===== src/rtl/phyretrain_sb_arbiter.sv =====
// Round-robin arbiter sharing the PHYRETRAIN sideband TX channel between the
// TX-side and RX-side message generators, with busy-handshake tracking and a watchdog.
module phyretrain_sb_arbiter #(
  parameter int SB_MSG_WIDTH   = 4,
  parameter int TIMEOUT_CYCLES = 8000
) (
  input  logic                    i_clk,
  input  logic                    i_rst,
  input  logic                    i_enable,
  input  logic                    i_tx_valid,
  input  logic [SB_MSG_WIDTH-1:0] i_tx_msg,
  input  logic [2:0]              i_tx_info,
  input  logic                    i_rx_valid,
  input  logic [SB_MSG_WIDTH-1:0] i_rx_msg,
  input  logic [2:0]              i_rx_info,
  input  logic                    i_sb_busy,
  output logic                    o_sb_valid,
  output logic [SB_MSG_WIDTH-1:0] o_sb_msg,
  output logic [2:0]              o_sb_info,
  output logic                    o_sb_src,
  output logic                    o_tx_grant,
  output logic                    o_rx_grant,
  output logic                    o_tx_done,
  output logic                    o_rx_done,
  output logic                    o_timeout,
  output logic                    o_falling_edge_busy
);

  localparam int                CNT_W    = $clog2(TIMEOUT_CYCLES + 1);
  localparam logic [CNT_W-1:0] CNT_LAST = CNT_W'(TIMEOUT_CYCLES - 1);
  localparam logic [CNT_W-1:0] CNT_ONE  = CNT_W'(1);

  typedef enum logic [1:0] {
    ST_IDLE      = 2'd0,
    ST_WAIT_BUSY = 2'd1,
    ST_WAIT_DONE = 2'd2
  } state_t;

  state_t                  state_q, state_d;
  logic                    busy_dly_q, busy_dly_d;
  logic                    last_grant_q, last_grant_d;
  logic [CNT_W-1:0]        cnt_q, cnt_d;
  logic                    sb_valid_q, sb_valid_d;
  logic [SB_MSG_WIDTH-1:0] sb_msg_q, sb_msg_d;
  logic [2:0]              sb_info_q, sb_info_d;
  logic                    sb_src_q, sb_src_d;
  logic                    tx_grant_q, tx_grant_d;
  logic                    rx_grant_q, rx_grant_d;
  logic                    tx_done_q, tx_done_d;
  logic                    rx_done_q, rx_done_d;
  logic                    timeout_q, timeout_d;

  logic falling_edge;
  logic any_req;
  logic pick_rx;
  logic in_transfer;

  assign falling_edge = busy_dly_q & ~i_sb_busy;
  assign any_req      = i_tx_valid | i_rx_valid;
  // On a tie the requester that did not own the channel last time wins.
  assign pick_rx      = i_rx_valid & (~i_tx_valid | ~last_grant_q);
  assign in_transfer  = (state_q == ST_WAIT_BUSY) || (state_q == ST_WAIT_DONE);

  always_comb begin
    state_d      = state_q;
    busy_dly_d   = i_sb_busy;
    last_grant_d = last_grant_q;
    cnt_d        = cnt_q;
    sb_valid_d   = sb_valid_q;
    sb_msg_d     = sb_msg_q;
    sb_info_d    = sb_info_q;
    sb_src_d     = sb_src_q;
    tx_grant_d   = tx_grant_q;
    rx_grant_d   = rx_grant_q;
    tx_done_d    = 1'b0;
    rx_done_d    = 1'b0;
    timeout_d    = 1'b0;

    if (!i_enable) begin
      state_d    = ST_IDLE;
      sb_valid_d = 1'b0;
      tx_grant_d = 1'b0;
      rx_grant_d = 1'b0;
      cnt_d      = '0;
    end else if (state_q == ST_IDLE) begin
      if (any_req) begin
        state_d    = ST_WAIT_BUSY;
        sb_valid_d = 1'b1;
        sb_src_d   = pick_rx;
        sb_msg_d   = pick_rx ? i_rx_msg : i_tx_msg;
        sb_info_d  = pick_rx ? i_rx_info : i_tx_info;
        tx_grant_d = ~pick_rx;
        rx_grant_d = pick_rx;
        cnt_d      = '0;
      end
    end else if (in_transfer) begin
      if (falling_edge || (cnt_q == CNT_LAST)) begin
        // Completion outranks the watchdog when both land in the same cycle.
        state_d      = ST_IDLE;
        sb_valid_d   = 1'b0;
        tx_grant_d   = 1'b0;
        rx_grant_d   = 1'b0;
        last_grant_d = sb_src_q;
        cnt_d        = '0;
        if (falling_edge) begin
          tx_done_d = ~sb_src_q;
          rx_done_d = sb_src_q;
        end else begin
          timeout_d = 1'b1;
        end
      end else begin
        cnt_d = cnt_q + CNT_ONE;
        if ((state_q == ST_WAIT_BUSY) && i_sb_busy) begin
          state_d = ST_WAIT_DONE;
        end
      end
    end else begin
      state_d    = ST_IDLE;
      sb_valid_d = 1'b0;
      tx_grant_d = 1'b0;
      rx_grant_d = 1'b0;
      cnt_d      = '0;
    end
  end

  always_ff @(posedge i_clk) begin
    if (i_rst) begin
      state_q      <= ST_IDLE;
      busy_dly_q   <= 1'b0;
      last_grant_q <= 1'b1;
      cnt_q        <= '0;
      sb_valid_q   <= 1'b0;
      sb_msg_q     <= '0;
      sb_info_q    <= '0;
      sb_src_q     <= 1'b0;
      tx_grant_q   <= 1'b0;
      rx_grant_q   <= 1'b0;
      tx_done_q    <= 1'b0;
      rx_done_q    <= 1'b0;
      timeout_q    <= 1'b0;
    end else begin
      state_q      <= state_d;
      busy_dly_q   <= busy_dly_d;
      last_grant_q <= last_grant_d;
      cnt_q        <= cnt_d;
      sb_valid_q   <= sb_valid_d;
      sb_msg_q     <= sb_msg_d;
      sb_info_q    <= sb_info_d;
      sb_src_q     <= sb_src_d;
      tx_grant_q   <= tx_grant_d;
      rx_grant_q   <= rx_grant_d;
      tx_done_q    <= tx_done_d;
      rx_done_q    <= rx_done_d;
      timeout_q    <= timeout_d;
    end
  end

  assign o_sb_valid          = sb_valid_q;
  assign o_sb_msg            = sb_msg_q;
  assign o_sb_info           = sb_info_q;
  assign o_sb_src            = sb_src_q;
  assign o_tx_grant          = tx_grant_q;
  assign o_rx_grant          = rx_grant_q;
  assign o_tx_done           = tx_done_q;
  assign o_rx_done           = rx_done_q;
  assign o_timeout           = timeout_q;
  assign o_falling_edge_busy = falling_edge;

endmodule


===== config.mk =====
export PLATFORM = sky130hd
export DESIGN_NAME = phyretrain_sb_arbiter
export DESIGN_NICKNAME = d
export VERILOG_FILES = /design/src/rtl/phyretrain_sb_arbiter.sv
export SDC_FILE = /design/constraint.sdc
export NUM_CORES = 1
export LEC_CHECK = 0
export ABC_AREA = 1
export ABC_CLOCK_PERIOD_IN_PS = 4400
export BUFFER_PORTS_ARGS = -buffer_cell sky130_fd_sc_hd__buf_4
export CAP_MARGIN = 20
export CELL_PAD_IN_SITES_DETAIL_PLACEMENT = 1
export CELL_PAD_IN_SITES_GLOBAL_PLACEMENT = 2
export CORE_MARGIN = 3
export CORE_UTILIZATION = 32
export CTS_BUF_LIST = sky130_fd_sc_hd__clkbuf_4 sky130_fd_sc_hd__clkbuf_8 sky130_fd_sc_hd__clkbuf_16
export DETAILED_ROUTE_END_ITERATION = 6
export PLACE_DENSITY_LB_ADDON = 0.1
export SLEW_MARGIN = 5
export SYNTH_ARGS = -nofsm -noshare
export SYNTH_HDL_FRONTEND = slang
export SYNTH_SLANG_ARGS = --single-unit
export TNS_END_PERCENT = 1

===== constraint.sdc =====
create_clock -name i_clk -period 4.4 [get_ports i_clk]
set_input_delay 0.22 -clock i_clk [delete_from_list [all_inputs] [get_ports i_clk]]
set_output_delay 0.22 -clock i_clk [all_outputs]
set_load 0.02 [all_outputs]

==> key figures, run 1 <==
Synthesis
  • Syn avg cell area: 7.40 µm²
  • Synth area leader: dfxtp_1
  • Post-synth top cells: 44 x nand2_1, 33 x nor2_1, 31 x dfxtp_1
  • EDFF count, synth: 0
  • Post-Syn Area: 1570 µm²
  • Post-synthesis instance total: 212
  • Seq/Total Area, Yosys: 39.6%
  • Synth Flop Type: dfxtp_1
  • Post-synthesis register bit count: 31
  • Syn_nets: 235
  • YS warnings: 0
  • Most common cell in the synthesized netlist: nand2_1
  • Cell variety after synth: 29
  • Post-synth top area share: 39.6%
  • Post-synth ARST share: 0%
  • Synth area leaders: dfxtp_1 40%, nand2_1 11%, nor2_1 7.9%, a21oi_1 6.4%, inv_1 3.8%

Route
  • DRT Wirelength: 3910 µm
  • ANT nets after route: 0
  • Via total after detailed routing: 1431
  • DRC: 0
  • DR iter-0 viols: 42
  • TritonRoute pass-1 iters: 4
  • Wire per inst: 12.5 µm
  • Vias per inst: 4.57

Timing
  • Max transition margin: 65.5%
  • Crit path time final: 1.91 ns
  • Layout Skew: 0.00501 ns
  • Setup-failing EPs final: 0
  • Fin Hold WS: 0.163 ns
  • Max Slew Vio Count: 0
  • Worst-Margin Slew: 0.517 ns
  • Setup TNS Final: 0 ns
  • Fin crit share: 43.4%
  • Final hold violation count: 0
  • Fmax: 0.523 GHz
  • RSZ-0062 raised after global routing: false
  • Final worst slack: 2.49 ns

Floorplanning
  • Ports: 35
  • Initial core utilization: 34.6%
  • Die area: 5780 µm²
  • Rows: 24
  • Chip height: 76.0 µm
  • Core ar.: 4530 µm²
  • Die X: 76.0 µm

Clocking
  • Hold-fix buffers, CTS: 0
  • Htree depth: 2
  • Total CTS buffers: 5
  • # Post-CTS Setup Buffers: 0
  • Skew-Pair Late Insertion Delay: 0.28 ns
  • Worst-path clk slew: 0.06 ns
  • CTS resizes: 0
  • Clk root buf: clkbuf_8
  • CTS tree: done
  • Clk buf depth: 2
  • Clock sink count: 31

Final layout
  • Area delta synth->final: 25.1%
  • Design Area, Final: 1960 µm²
  • Final Non-Filler Cells: 313
  • Multi-input gate area: 827 µm²
  • Fin util: 43.3%
  • Sequential Area: 621 µm²
  • Share of cells above drive strength 1: 23.8%
  • Filler instances: 573
  • Ant. Diodes: 0
  • Layout net count: 270

Placement
  • Buffers on Ports: 34
  • Area after DPL: 1860 µm²
  • Hpwl dp: 2950 µm
  • Worst slack, placed: 2.48 ns
  • Placer Congestion: 0.707
  • Cells after DPL: 305

GRT
  • First-pass GRT wire length: 6840 µm
  • Largest net degree at the start of global routing: 15
  • Vias in the first global route: 1433
  • Overflow after GRT: 0
  • Initial antenna violation count: 0
  • GRT Resource Usage Total: 14.7%

Setup path
  • Reg2reg path depth: 6
  • CP Data Arrival Time: 2.09 ns
  • Crit end category: register
  • Data required, critical path: 4.57 ns
  • Reg2reg start: state_q[0]
  • CP Launch Type: register
  • Largest fanout on the critical path: 12
  • Critical path's largest stage delay: 0.36 ns
  • CP bufs+invs: 2
  • R2r endpoint: cnt_q[2]
  • WS Path Type: register to register
  • Largest delay contributor family on the critical path: buffers and inverters
  • CP max-delay cell: dfxtp_1
  • CP cell instances: inv_1 > ha_1 > nand2_1 > clkinv_1 > o21ai_0 > nor2_1
  • R2r setup slk: 2.49 ns

Pwr
  • Clock power share: 38.8%
  • Psw: 0.171 mW
  • Worst IR drop on VDD: 160 µV
  • Leak: 0.803 nW
  • Overall power: 0.650 mW
  • Logic pwr share: 15.6%
  • Sw frac: 26.3%
  • PwrDens: 331 nW/µm²
  • Reg power frac: 45.6%
  • P_int: 0.479 mW

Outcome
  • Status: finished clean

Worst hold path
  • Hold crit path type: input pin to register
  • Hold Startpoint: i_sb_busy
  • Worst Hold End: busy_dly_q
  • WHS Path Cells: 3

Job
  • Max Cap Violations: 0
## final cells by class
type	count	share of cell area, %
multi-input combinational	155	42.1
sequential	31	31.6
timing repair buffer	34	13.0
clock buffer	8	5.29
tap	65	4.14
inverter	20	3.82
## registers in the layout (all words and copies together), names as in the netlist
register and count:
busy_dly_q 1, cnt_q 13, last_grant_q 1, o_rx_done 1, o_rx_grant 1, o_sb_info 3
o_sb_msg 4, o_sb_src 1, o_sb_valid 1, o_timeout 1, o_tx_done 1, o_tx_grant 1
state_q 2
## power groups by stage
stage	sequential (mW)	combinational [mW]	clock (mW)
2_1_floorplan	0.312	0.0587	0
3_3_place_gp	0.303	0.103	0
3_5_place_dp	0.303	0.103	0
4_1_cts	0.296	0.104	0.263
5_1_grt	0.297	0.115	0.279
6_report	0.296	0.101	0.252
## worst register-to-register path, cell delays in order (launching register included)
cell and delay [ns]:
dfxtp_1 0.36, inv_1 0.05, ha_1 0.31, nand2_1 0.35
clkinv_1 0.36, o21ai_0 0.31, nor2_1 0.06
## cell usage in the layout, fill, tap and decap left out
| master | n |
|---|---|
| ha_1 | 3 |
| xor2_1 | 4 |
| a21oi_1 | 20 |
| o21ai_1 | 3 |
| buf_4 | 34 |
| nand3_1 | 11 |
| nand3_2 | 1 |
| o21ai_0 | 8 |
| xnor2_1 | 1 |
| nand3_4 | 3 |
| o21bai_1 | 1 |
| o21a_1 | 3 |
| nor2_4 | 3 |
| nor3_1 | 2 |
| nor3_2 | 2 |
| clkbuf_8 | 7 |
| dfxtp_1 | 31 |
| nor2_1 | 33 |
| a21oi_2 | 1 |
| a21boi_2 | 1 |
| clkbuf_4 | 1 |
| o211ai_1 | 1 |
| nand4_1 | 7 |
| inv_1 | 16 |
| nand2_2 | 2 |
| inv_2 | 3 |
| nor2_2 | 1 |
| clkinv_1 | 1 |
| nand2_1 | 44 |
## cells by family after synthesis
kind of cell             after synthesis  share of synthesized area, %
XOR/XNOR                               5                          2.79
AND/OR/NAND/NOR                      109                          34.0
AO/OA/AOI/OAI                         38                          13.6
flip-flops                            31                          39.6
adder cells (fa/ha/maj)                3                          2.39
buffers and inverters                 26                          7.73
## layer usage
layer | up-vias | track usage [%] | share of wire [%]
met2 | 23 | 21.3 | 43
li1 | 762 | - | -
met4 | 0 | 5.98 | 1.7
met3 | 6 | 4.49 | 4.6
met5 | - | 0 | 0
met1 | 640 | 20.2 | 51
## how the worst max path moves through the flow
stage                           from        end  slack [ns]  depth (start not counted)
after floorplan             cnt_q[0]   cnt_q[0]        2.93                          8
after global placement    state_q[0]  cnt_q[12]        2.56                          6
after detailed placement  state_q[0]  cnt_q[12]        2.48                          6
after CTS                 state_q[0]   cnt_q[2]        2.44                          6
after global routing      state_q[0]   cnt_q[2]        2.20                          6
final                     state_q[0]   cnt_q[2]        2.49                          6
(Power assumes the default switching activity.)
==> run 2: changes to the inputs <==
--- a/config.mk
+++ b/config.mk
@@ -6,13 +6,13 @@
 export NUM_CORES = 1
 export LEC_CHECK = 0
 export ABC_AREA = 1
-export ABC_CLOCK_PERIOD_IN_PS = 4400
+export ABC_CLOCK_PERIOD_IN_PS = 1800
 export BUFFER_PORTS_ARGS = -buffer_cell sky130_fd_sc_hd__buf_4
 export CAP_MARGIN = 20
 export CELL_PAD_IN_SITES_DETAIL_PLACEMENT = 1
 export CELL_PAD_IN_SITES_GLOBAL_PLACEMENT = 2
 export CORE_MARGIN = 3
-export CORE_UTILIZATION = 32
+export CORE_UTILIZATION = 29
 export CTS_BUF_LIST = sky130_fd_sc_hd__clkbuf_4 sky130_fd_sc_hd__clkbuf_8 sky130_fd_sc_hd__clkbuf_16
 export DETAILED_ROUTE_END_ITERATION = 6
 export PLACE_DENSITY_LB_ADDON = 0.1
==> constraint.sdc (replaced) <==
create_clock -name i_clk -period 1.8 [get_ports i_clk]
set_input_delay 0.09 -clock i_clk [delete_from_list [all_inputs] [get_ports i_clk]]
set_output_delay 0.09 -clock i_clk [all_outputs]
set_load 0.02 [all_outputs]
==> run 2 against run 1 <==
  * Die area increased by 9.5%
  * Power grew 130%
  * Count of clock-buffer cells in the layout fell by 2
  * Largest power group unchanged
  * Critical path depth up 2
  * Critical path type unchanged
  * Sequential power up 140%
  * Clock skew rose by 0.0019 ns
  * Non-clock buffer count up 2
==> key figures, run 2 (synthesis results as in run 1) <==
Route
  • Met3 Wirelength: 149 µm (-17%)
  • ANT nets after route: 0 (unchanged)
  • DR WL met2: 1820 µm (+8.5%)
  • Wl on met1: 2100 µm (+5.8%)
  • DRT Wirelength: 4120 µm (+5.6%)
  • DR iter-0 viols: 31 (-26%)
  • Highest metal used: met4
  • DRC: 0 (unchanged)
  • TritonRoute pass-1 iters: 4 (unchanged)
  • Via total after detailed routing: 1471 (+2.8%)
  • Vias per inst: 4.63 (+1.2%)
  • Wire per inst: 13.0 µm (+3.9%)

Setup path
  • CP Launch Type: register
  • CP cell instances: ha_1 > nand3_4 > nor2_4 > nand3_4 > nand3_4 > nor2_4 > nand3_1 > a21oi_1
  • Critical path's largest stage delay: 0.34 ns (-0.02 ns)
  • CP max-delay cell: dfxtp_1
  • WS Path Type: register to register
  • Crit end category: register
  • CP most frequent cell: nand3_4
  • CP Data Arrival Time: 1.83 ns (-0.26 ns)
  • Data required, critical path: 2.01 ns (-2.56 ns)
  • Largest fanout on the critical path: 11 (-1)

Clocking
  • CTS resizes: 0 (unchanged)
  • CTS tree: done
  • Clk buf depth: 2 (unchanged)
  • Clock sink count: 31 (unchanged)
  • Htree depth: 2 (unchanged)
  • Clk root buf: clkbuf_8
  • Total CTS buffers: 5 (unchanged)
  • # Post-CTS Setup Buffers: 0 (unchanged)
  • Worst-path clk slew: 0.07 ns (about the same)
  • Hold-fix buffers, CTS: 0 (unchanged)
  • Skew-Pair Late Insertion Delay: 0.28 ns (about the same)

Placement
  • Buffers on Ports: 34 (unchanged)
  • Worst slack, placed: 0.157 ns (-2.32 ns)
  • Placer Congestion: 0.714 (+0.89%)
  • Hpwl dp: 3130 µm (+6.1%)

GRT
  • Vias in the first global route: 1472 (+2.7%)
  • Largest net degree at the start of global routing: 15 (unchanged)
  • GRT Resource Usage Total: 14.4% (-0.32 points)
  • Initial antenna violation count: 0 (unchanged)
  • First-pass GRT wire length: 7070 µm (+3.4%)
  • Overflow after GRT: 0 (unchanged)

Pwr
  • PwrDens: 763 nW/µm² (+130%)
  • Leak: 0.797 nW (-0.69%)
  • Overall power: 1.49 mW (+130%)
  • Worst IR drop on VDD: 278 µV (+74%)

Floorplanning
  • Rows: 26 (+8.3%)
  • Die area: 6330 µm² (+9.5%)
  • Chip height: 79.6 µm (+4.7%)
  • Initial core utilization: 30.3% (-4.3 points)
  • Die X: 79.6 µm (+4.7%)
  • Ports: 35 (unchanged)
  • Core ar.: 5170 µm² (+14%)

Final layout
  • Commonest non-fill, non-tap cell in the layout: nand2_1
  • Max reg flops: 13 (unchanged)
  • Share of cells above drive strength 1: 23.8% (unchanged)
  • Filler instances: 651 (+14%)
  • Ant. Diodes: 0 (unchanged)
  • Layout net count: 272 (+0.74%)
  • Commonest cells after routing, fill and taps aside: 44 x nand2_1, 36 x buf_4, 33 x nor2_1, 31 x dfxtp_1, 20 x a21oi_1
  • Area delta synth->final: 24.7%
  • Largest reg by FF count: cnt_q

Timing
  • Worst-Margin Slew: 0.503 ns (-0.0140 ns)
  • Final worst slack: 0.178 ns (-2.31 ns)
  • Max Slew Vio Count: 0 (unchanged)
  • Layout Skew: 0.00689 ns (+0.00187 ns)
  • Setup TNS Final: 0 ns (unchanged)
  • Setup-failing EPs final: 0 (unchanged)
  • Fmax: 0.617 GHz (+18%)
  • Crit path time final: 1.62 ns (-0.290 ns)
  • RSZ-0062 raised after global routing: false
  • Fin crit share: 90.1% (+47 points)
  • Max transition margin: 66.4% (+0.94 points)
  • Final hold violation count: 0 (unchanged)

Worst hold path
  • Hold crit path type: input pin to register

Outcome
  • Status: finished clean

Job
  • Max Cap Violations: 0 (unchanged)
run 2: cell count changes in the layout (fill, tap and decap cells not counted):
cell | previous run | this run
buf_4 | 34 | 36
clkbuf_8 | 7 | 5
o21ai_0 | 8 | 7
o21ai_1 | 3 | 4
run 2: path summary, 6_finish.rpt:
kind / startpoint / end / slack [ns] / cells past startpoint
setup / recovery: cnt_q[0] / cnt_q[7] / 0.18 / 8
hold / removal: i_sb_busy / busy_dly_q / 0.04 / 3
setup reg to reg: cnt_q[0] / cnt_q[7] / 0.18 / 8
hold reg to reg: o_sb_msg[1] / o_sb_msg[1] / 0.47 / 2
run 2: where the power goes:
part | switching, mW | internal [mW] | total (mW)
logic | 0.154 | 0.102 | 0.256
clock network | 0.239 | 0.272 | 0.512
registers | 0.0136 | 0.711 | 0.725
total | 0.407 | 1.09 | 1.49
run 2: through the flow:
stage               utilization, %  instances  hold WS [ns]  instance area, µm²
floorplan                        -        212         0.215                1570
detailed placement            36.4        312         0.331                1880
finish                        37.8        318        0.0394                1960
global route                  37.8        318        0.0590                1960
CTS                           37.8        318        0.0311                1960
global placement              36.4        312         0.322                1880
run 2: final cells by class:
| type | instances | area (µm²) | share of cell area (%) |
|---|---|---|---|
| Sequential cell | 31 | 621 | 31.7 |
| Timing Repair Buffer | 36 | 270 | 13.8 |
| Clock buffer | 6 | 76.3 | 3.90 |
| Inverter | 20 | 75.1 | 3.84 |
| Multi-Input combinational cell | 155 | 827 | 42.3 |
| Tap cell | 70 | 87.6 | 4.48 |
run 2: per-layer routing:
metal  GRT usage, %  vias to the layer above
met1           19.8                      684
met3           3.84                        5
li1               -                      761
met5              0                        -
met2           21.4                       21
met4           5.15                        0
run 2: worst max-delay path, delay by kind of cell, from the launching register on:
| family | cells | cell delay [ns] |
|---|---|---|
| simple gates | 6 | 0.78 |
| flops | 1 | 0.34 |
| fa+ha+maj | 1 | 0.28 |
| compound gates | 1 | 0.14 |
